`src/rtl/uart_tx_arbiter.sv`:
```
// ---------------------------------------------------------------------------
// uart_tx_arbiter
// Round-robin arbiter/sequencer sharing one UART transmitter between
// NUM_REQ byte requesters. One byte is accepted per grant. The block pulses
// the active-low tx_en start strobe and holds tx_byte. It then waits for the
// transmitter to drop tx_complete (start accepted) and raise it again (frame
// done) before the next grant. A per-wait-state cycle budget aborts a hung
// transfer.
//
// Ports:
//   sourceClk    in   system clock (48 MHz)
//   reset        in   synchronous reset, active-high
//   req_valid    in   [NUM_REQ]   per-requester byte valid, held until req_ready
//   req_data     in   [8*NUM_REQ] flattened bytes, requester i on [8i+7:8i]
//   req_ready    out  [NUM_REQ]   one-hot, one-cycle acceptance pulse
//   tx_en        out  start strobe to transmitter, 0 = start, 1 = idle
//   tx_byte      out  [8]  byte to transmitter, stable until next grant
//   tx_complete  in   transmitter idle/finished flag
//   busy         out  high in every state except IDLE
//   grant_id     out  [GRANT_W] current/last granted requester
//   timeout_err  out  one-cycle pulse when a transfer is aborted
// ---------------------------------------------------------------------------
module uart_tx_arbiter #(
    parameter int NUM_REQ        = 4,
    parameter int TIMEOUT_CYCLES = 48000,
    parameter int GRANT_W        = $clog2(NUM_REQ)
) (
    input  logic                   sourceClk,
    input  logic                   reset,
    input  logic [NUM_REQ-1:0]     req_valid,
    input  logic [8*NUM_REQ-1:0]   req_data,
    output logic [NUM_REQ-1:0]     req_ready,
    output logic                   tx_en,
    output logic [7:0]             tx_byte,
    input  logic                   tx_complete,
    output logic                   busy,
    output logic [GRANT_W-1:0]     grant_id,
    output logic                   timeout_err
);

    localparam int CNT_W = $clog2(TIMEOUT_CYCLES + 1);

    typedef enum logic [2:0] {
        IDLE      = 3'd0,
        START     = 3'd1,
        WAIT_CLR  = 3'd2,
        WAIT_DONE = 3'd3,
        DONE      = 3'd4
    } state_t;

    state_t             state_r;
    logic [GRANT_W-1:0] last_grant_r;
    logic [CNT_W-1:0]   cnt_r;

    logic               pick_found_s;
    logic [GRANT_W-1:0] pick_idx_s;
    logic [7:0]         pick_byte_s;
    logic               timeout_hit_s;

    // Round-robin pick: first valid requester after last_grant_r, with wrap.
    always_comb begin
        logic [GRANT_W-1:0] cand_v;
        pick_found_s = 1'b0;
        pick_idx_s   = {GRANT_W{1'b0}};
        pick_byte_s  = 8'h00;
        cand_v       = {GRANT_W{1'b0}};
        for (int i = 1; i <= NUM_REQ; i++) begin
            cand_v = GRANT_W'((int'(last_grant_r) + i) % NUM_REQ);
            if (!pick_found_s && req_valid[cand_v]) begin
                pick_found_s = 1'b1;
                pick_idx_s   = cand_v;
                pick_byte_s  = req_data[{cand_v, 3'b000} +: 8];
            end else begin
                pick_found_s = pick_found_s;
            end
        end
    end

    // Last allowed wait cycle; the exit condition on this cycle still wins.
    always_comb begin
        if (cnt_r == CNT_W'(TIMEOUT_CYCLES - 1)) begin
            timeout_hit_s = 1'b1;
        end else begin
            timeout_hit_s = 1'b0;
        end
    end

    // Sequencer FSM with registered outputs.
    always_ff @(posedge sourceClk) begin
        if (reset) begin
            state_r      <= IDLE;
            tx_en        <= 1'b1;
            tx_byte      <= 8'h00;
            req_ready    <= {NUM_REQ{1'b0}};
            busy         <= 1'b0;
            grant_id     <= {GRANT_W{1'b0}};
            timeout_err  <= 1'b0;
            last_grant_r <= GRANT_W'(NUM_REQ - 1);
            cnt_r        <= {CNT_W{1'b0}};
        end else begin
            case (state_r)
                IDLE: begin
                    if (pick_found_s) begin
                        grant_id     <= pick_idx_s;
                        last_grant_r <= pick_idx_s;
                        tx_byte      <= pick_byte_s;
                        req_ready    <= NUM_REQ'(1'b1) << pick_idx_s;
                        tx_en        <= 1'b0;
                        busy         <= 1'b1;
                        state_r      <= START;
                    end
                end
                START: begin
                    req_ready <= {NUM_REQ{1'b0}};
                    tx_en     <= 1'b1;
                    cnt_r     <= {CNT_W{1'b0}};
                    state_r   <= WAIT_CLR;
                end
                // tx_complete must fall first, so a stale high level left
                // over from the previous frame is not mistaken for completion.
                WAIT_CLR: begin
                    if (!tx_complete) begin
                        cnt_r   <= {CNT_W{1'b0}};
                        state_r <= WAIT_DONE;
                    end else if (timeout_hit_s) begin
                        timeout_err <= 1'b1;
                        state_r     <= DONE;
                    end else begin
                        cnt_r <= cnt_r + CNT_W'(1);
                    end
                end
                WAIT_DONE: begin
                    if (tx_complete) begin
                        state_r <= DONE;
                    end else if (timeout_hit_s) begin
                        timeout_err <= 1'b1;
                        state_r     <= DONE;
                    end else begin
                        cnt_r <= cnt_r + CNT_W'(1);
                    end
                end
                // One guaranteed idle cycle between bytes.
                DONE: begin
                    busy        <= 1'b0;
                    timeout_err <= 1'b0;
                    state_r     <= IDLE;
                end
                default: begin
                    state_r     <= IDLE;
                    tx_en       <= 1'b1;
                    req_ready   <= {NUM_REQ{1'b0}};
                    busy        <= 1'b0;
                    timeout_err <= 1'b0;
                    cnt_r       <= {CNT_W{1'b0}};
                end
            endcase
        end
    end

endmodule

```
`config.mk`:
```
export PLATFORM = sky130hd
export DESIGN_NAME = uart_tx_arbiter
export DESIGN_NICKNAME = d
export VERILOG_FILES = /design/src/rtl/uart_tx_arbiter.sv
export SDC_FILE = /design/constraint.sdc
export NUM_CORES = 1
export LEC_CHECK = 0
export ABC_CLOCK_PERIOD_IN_PS = 2700
export BUFFER_PORTS_ARGS = -buffer_cell sky130_fd_sc_hd__buf_2
export CORE_MARGIN = 2
export CORE_UTILIZATION = 38
export CTS_CLUSTER_SIZE = 16
export DETAILED_ROUTE_END_ITERATION = 8
export GPL_ROUTABILITY_DRIVEN = 0
export SLEW_MARGIN = 10
export SYNTH_ARGS = -nofsm -noshare
export SYNTH_HDL_FRONTEND = slang
export SYNTH_SLANG_ARGS = --single-unit
```
`constraint.sdc`:
```
create_clock -name sourceClk -period 2.7 [get_ports sourceClk]
set_clock_uncertainty 0.15 [all_clocks]
set_input_delay 0.405 -clock sourceClk [delete_from_list [all_inputs] [get_ports sourceClk]]
set_output_delay 0.405 -clock sourceClk [all_outputs]
set_load 0.1 [all_outputs]
```
# == Yosys cells after proc, flatten, opt, wreduce, memory -nomap -nowiden ==
# Cells that the tools add are included.
# word_totals
reg_bits,38
inputBits,39
# op_classes
bitwise,4
n_lt_le_gt_ge,4
add_sub_neg,5
n_mux,40
reduce_logical,16
n_eq_ne,8
shift,5
# ops
cell,count
indexed part select 32 x 6 -> 8 bit,4
2-to-1 mux 16 bit,3
one-hot mux 16 bit (3 select lines),1
2-to-1 mux 8 bit,4
"adder 16 x 1 -> 16 bit, second input constant",1
"== test 16 bit, second input constant",1
2-to-1 mux 1 bit,14
"< comparator 2 x 3 -> 1 bit, second input constant",4
2-to-1 mux 3 bit,4
one-hot mux 3 bit (4 select lines),1
binary-select mux 1 bit (select 2 bit),4
2-to-1 mux 2 bit,4
one-hot mux 4 bit (2 select lines),1
AND reduction 2 bit,4
"== test 3 x 2 -> 1 bit, second input constant",2
"!= test 2 bit, second input constant",3
OR reduction 3 bit,2
"adder 2 x 1 -> 2 bit, second input constant",2
"adder 2 bit, second input constant",2
2-to-1 mux 4 bit,1
NOT 1 bit,4
one-hot mux 1 bit (2 select lines),2
OR reduction 2 bit,2
"<< shifter 1 x 2 -> 4 bit, first input constant",1
7 further kinds,11

# == Longest topological paths before layout ==
# logic_depth
word_depth,16
depth_mapped,7
depth_no_buf,6

# == Least setup slack after synthesis ==
# No wires, ideal clock.
# synth_timing
path_kind,flip-flop to flip-flop
start,register cnt_r[10]
end,register cnt_r[1]
n_path_buf,1
synth_period_minus_slack_ps,2029
path_slack_ps,671
stages_incl_launch_ff,7
arrival_ps,1751
setup_time_ps,128
path_cell_list,dfxtp_1 > or4b_4 > or3_1 > buf_4 > o21ai_4 > mux2i_1 > nor2_1
# synth_via
elab_chain_cells,5
# synth_rtl
element,line,text
from (decl),53,logic [CNT_W-1:0] cnt_r;
from (signal assigned),99,cnt_r <= {CNT_W{1'b0}};
from (signal assigned),116,cnt_r <= {CNT_W{1'b0}};
from (signal assigned),123,cnt_r <= {CNT_W{1'b0}};
== test 16 bit *,81,if (cnt_r == CNT_W'(TIMEOUT_CYCLES - 1)) begin
2-to-1 mux 1 bit *,81,
2-to-1 mux 16 bit *,n/a,
2-to-1 mux 16 bit (on tied branches),n/a,
one-hot mux 16 bit (3 select lines) *,n/a,
# Mark *: on every way between the ends. The rest lies on a longest branch, timed or not. The select of a mux whose other input is x is not followed.
# A chain may end at the register's enable or synchronous reset.

# == Worst setup path after layout ==
# layout_timing
start,register last_grant_r[1]
end,register tx_byte[0]
# layout_via
elab_chain_cells,14
# layout_rtl
element,line,text
from (decl),52,logic [GRANT_W-1:0] last_grant_r;
from (signal assigned),98,last_grant_r <= GRANT_W'(NUM_REQ - 1);
from (signal assigned),105,last_grant_r <= pick_idx_s;
adder 2 x 1 -> 2 bit,68,cand_v = GRANT_W'((int'(last_grant_r) + i) % NUM_REQ);
binary-select mux 1 bit (select 2 bit),69,if (!pick_found_s && req_valid[cand_v]) begin
2-to-1 mux 1 bit (not written as such),69,
2-to-1 mux 1 bit,69,
logical NOT 1 bit,69,
logical AND 1 bit,69,
2-to-1 mux 1 bit,69,
logical NOT 1 bit,69,
logical AND 1 bit,69,
2-to-1 mux 1 bit,69,
logical NOT 1 bit,69,
logical AND 1 bit,69,
2-to-1 mux 1 bit,69,
AND reduction 2 bit (no source line),n/a,
to (signal assigned),106,tx_byte <= pick_byte_s;
to (decl),34,"output logic [7:0] tx_byte,"
# Parallel ways exist; a longest one is shown, timed or not. The select of a mux whose other input is x is not followed.

==> run_results.csv <==
group,metric,value,unit
run_status,outcome,"finished clean",
route,detail-route-antenna-nets,0,
grt,grt_max_degree,26,
floorplanning,start_util,39.7,%
final_layout,fin_nets,414,
clocking,cts_tree,"yes",
sta,drv_slew,0,
final_layout,finalNonFillerCells,474,
place,dp_hpwl,5140,µm
sta,finalHoldViolations,0,
setup_path,cp-end-kind,"flip-flop",
logic_synthesis,synth_top_area_share,26.1,%
final_layout,syn_to_final_growth,14.9,%
clocking,clockBufferDepth,2,
route,highest_layer,"met4",
setup_path,worstPathRequired,2.75,ns
setup_path,r2r-start,"last_grant_r[1]",
clocking,clock_sinks,38,
floorplanning,die-area,8380,µm²
route,vias,2710,
logic_synthesis,syn_inst,330,
route,wl_met3,389,µm
place,placed_cells,466,
route,drcViolationCount,0,
logic_synthesis,synth-edff-count,0,
route,drtIter0Drc,122,
power_and_ir_drop,power_density,637,nW/µm²
floorplanning,rows,31,
place,portBuffers,55,
clocking,numCtsBuffers,5,
final_layout,drive_above_1_share,26.9,%
clocking,insertion_delay,0.29,ns
setup_path,critPathMaxFanout,24,
power_and_ir_drop,p_leak,1.26,nW
floorplanning,die_y,91.6,µm
clocking,path_clk_slew,0.08,ns
setup_path,ff2ff_path_depth,7,
setup_path,critPathLaunchType,"flip-flop",
sta,whs,0.280,ns
sta,setup_viol,0,
route,wl,7100,µm
logic_synthesis,synth_top_cells_by_count,"dfxtp_1 (38), nor2_1 (35), nand2_1 (28), mux4_2 (18), a21oi_1 (14)",
grt,grt_pass1_wl,12200,µm
logic_synthesis,synth_async_sr_flop_share,0,%
logic_synthesis,synth-seq-cells,38,
route,met1Wirelength,3250,µm
clocking,htreeDepth,2,
grt,grt_usage,17.7,%
setup_path,timing.critical_path.from,"last_grant_r[1]",
floorplanning,core_area,7330,µm²
setup_path,r2r-end,"tx_byte[0]",
sta,rsz0062_at_grt,"no",
grt,grt_pass1_vias,2532,
setup_path,reg2reg_slack,0.42,ns
floorplanning,pin_count,56,
logic_synthesis,syn_avg_cell_area,8.83,µm²
setup_path,crit_type,"reg2reg",
sta,slew_headroom,53.8,%
floorplanning,die_w,91.6,µm
clocking,cts_hold_buffers,0,
logic_synthesis,synth_top_area_cell,"dfxtp_1",
clocking,ctsResizeCount,0,
logic_synthesis,synth_area,2910,µm²
route,route.met2.wl,3380,µm
setup_path,endpoint,"tx_byte[0]",
grt,gr-total-overflow,0,
grt,antenna_found_initial,0,
route,vias_per_cell,5.72,
logic_synthesis,synth_warnings,0,
worst_hold_path,hp-class,"in2reg",
route,first_pass_iters,4,
logic_synthesis,synth_ff_type,"dfxtp_1",
setup_path,critPathArrivalTime,2.32,ns
job,cap_violations,0,
final_layout,diodes,0,
sta,finalSetupTns,0,ns
logic_synthesis,synth.most_common_cell,"dfxtp_1",
clocking,cts_root_buf,"clkbuf_8",
logic_synthesis,yosysSeqAreaShare,26.1,%
logic_synthesis,syn-num-nets,370,
clocking,post_cts_buffers,0,
sta,max_slew.worst_pin.slew,0.687,ns
logic_synthesis,yosys-top-cells-area,"dfxtp_1 (26%), mux4_2 (14%), nor2_1 (4.5%)",
logic_synthesis,yosysUniqueCellTypes,59,
sta,fin_crit_sh,84.4,%
sta,max_freq,439,MHz
sta,post-route-min-period,2.28,ns
power_and_ir_drop,max-vdd-ir-drop,0.345,mV
route,wire_per_inst,15.0,µm
## how the worst min path moves through the flow
stage                  from  slack (ns)  cells past startpoint           end
2_1_floorplan      cnt_r[4]        0.32                      2      cnt_r[4]
3_3_place_gp   req_ready[0]        0.29                      2  req_ready[0]
3_5_place_dp   req_ready[2]        0.29                      2  req_ready[2]
4_1_cts         tx_complete        0.27                      2    state_r[0]
5_1_grt         tx_complete        0.30                      2    state_r[0]
6_report        tx_complete        0.28                      2    state_r[0]
## power by group
group          switching [W]  total [W]  internal, W  leakage, nW
logic               0.000635   0.000966     0.000332        0.899
clock network       0.000199   0.000475     0.000277       0.0524
registers          0.0000758   0.000692     0.000616        0.310
total               0.000909    0.00213      0.00122         1.26
## area by class of cell
class | instances | area (µm²)
Clock buffer | 7 | 76.3
Clock inverter | 1 | 30.0
Fill cell | 731 | 3980
Inverter | 4 | 15.0
Multi-Input combinational cell | 262 | 2010
Sequential cell | 38 | 762
Tap cell | 99 | 124
Timing Repair Buffer | 63 | 335
## placed cells by master, fill, tap and decap left out, drive strengths merged, types with 7 or more instances in the layout
cell type and instances:
mux4 18, nand2 28, nor2 36, a311oi 7
clkbuf 7, xnor2 8, a21oi 15, dfxtp 38
nor2b 11, nor3 15, o211ai 11, mux2i 10
buf 63, o21ai 10, nand2b 10, a211oi 9
## layer usage
layer,track usage (%),vias up
met2,28.9,85
met5,0,-
met1,24.2,1287
li1,-,1331
met3,2.99,7
met4,4.92,0
## critical path: stages (launching register included)
cell and delay, ns:
dfxtp_2 0.68, buf_4 0.39, buf_4 0.19, and2_1 0.14, nor3_1 0.05, a211oi_1 0.22, a221oi_1 0.08, a311oi_1 0.26
## through the flow
| stage | total power (W) | instance area, µm² | setup WS [ns] | utilization, % |
|---|---|---|---|---|
| 2_1_floorplan | 0.00148 | 2910 | 0.671 | - |
| 3_3_place_gp | 0.00166 | 3240 | 0.466 | 44.2 |
| 3_5_place_dp | 0.00167 | 3240 | 0.432 | 44.2 |
| 4_1_cts | 0.00215 | 3350 | 0.416 | 45.7 |
| 5_1_grt | 0.00226 | 3350 | 0.185 | 45.7 |
| 6_report | 0.00213 | 3350 | 0.421 | 45.7 |
## sequential cells by signal, summed over array words and instances, names as in the netlist
signal / cells
busy: 1
cnt_r: 16
grant_id: 2
last_grant_r: 2
req_ready: 4
state_r: 3
timeout_err: 1
tx_byte: 8
tx_en: 1
## logic make-up (layout without fill, tap and decap cells)
family | Yosys count | in the layout | share of synthesized area, %
AND/OR/NAND/NOR | 140 | 140 | 25.8
AO/OA/AOI/OAI | 77 | 77 | 20.1
flip-flops | 38 | 38 | 26.1
multiplexers | 32 | 32 | 18.9
buffers and inverters | 30 | 75 | 5.03
XOR/XNOR | 12 | 12 | 3.61
adder cells (fa/ha/maj) | 1 | 1 | 0.429
No activity file was read; power rests on OpenSTA's default activity.
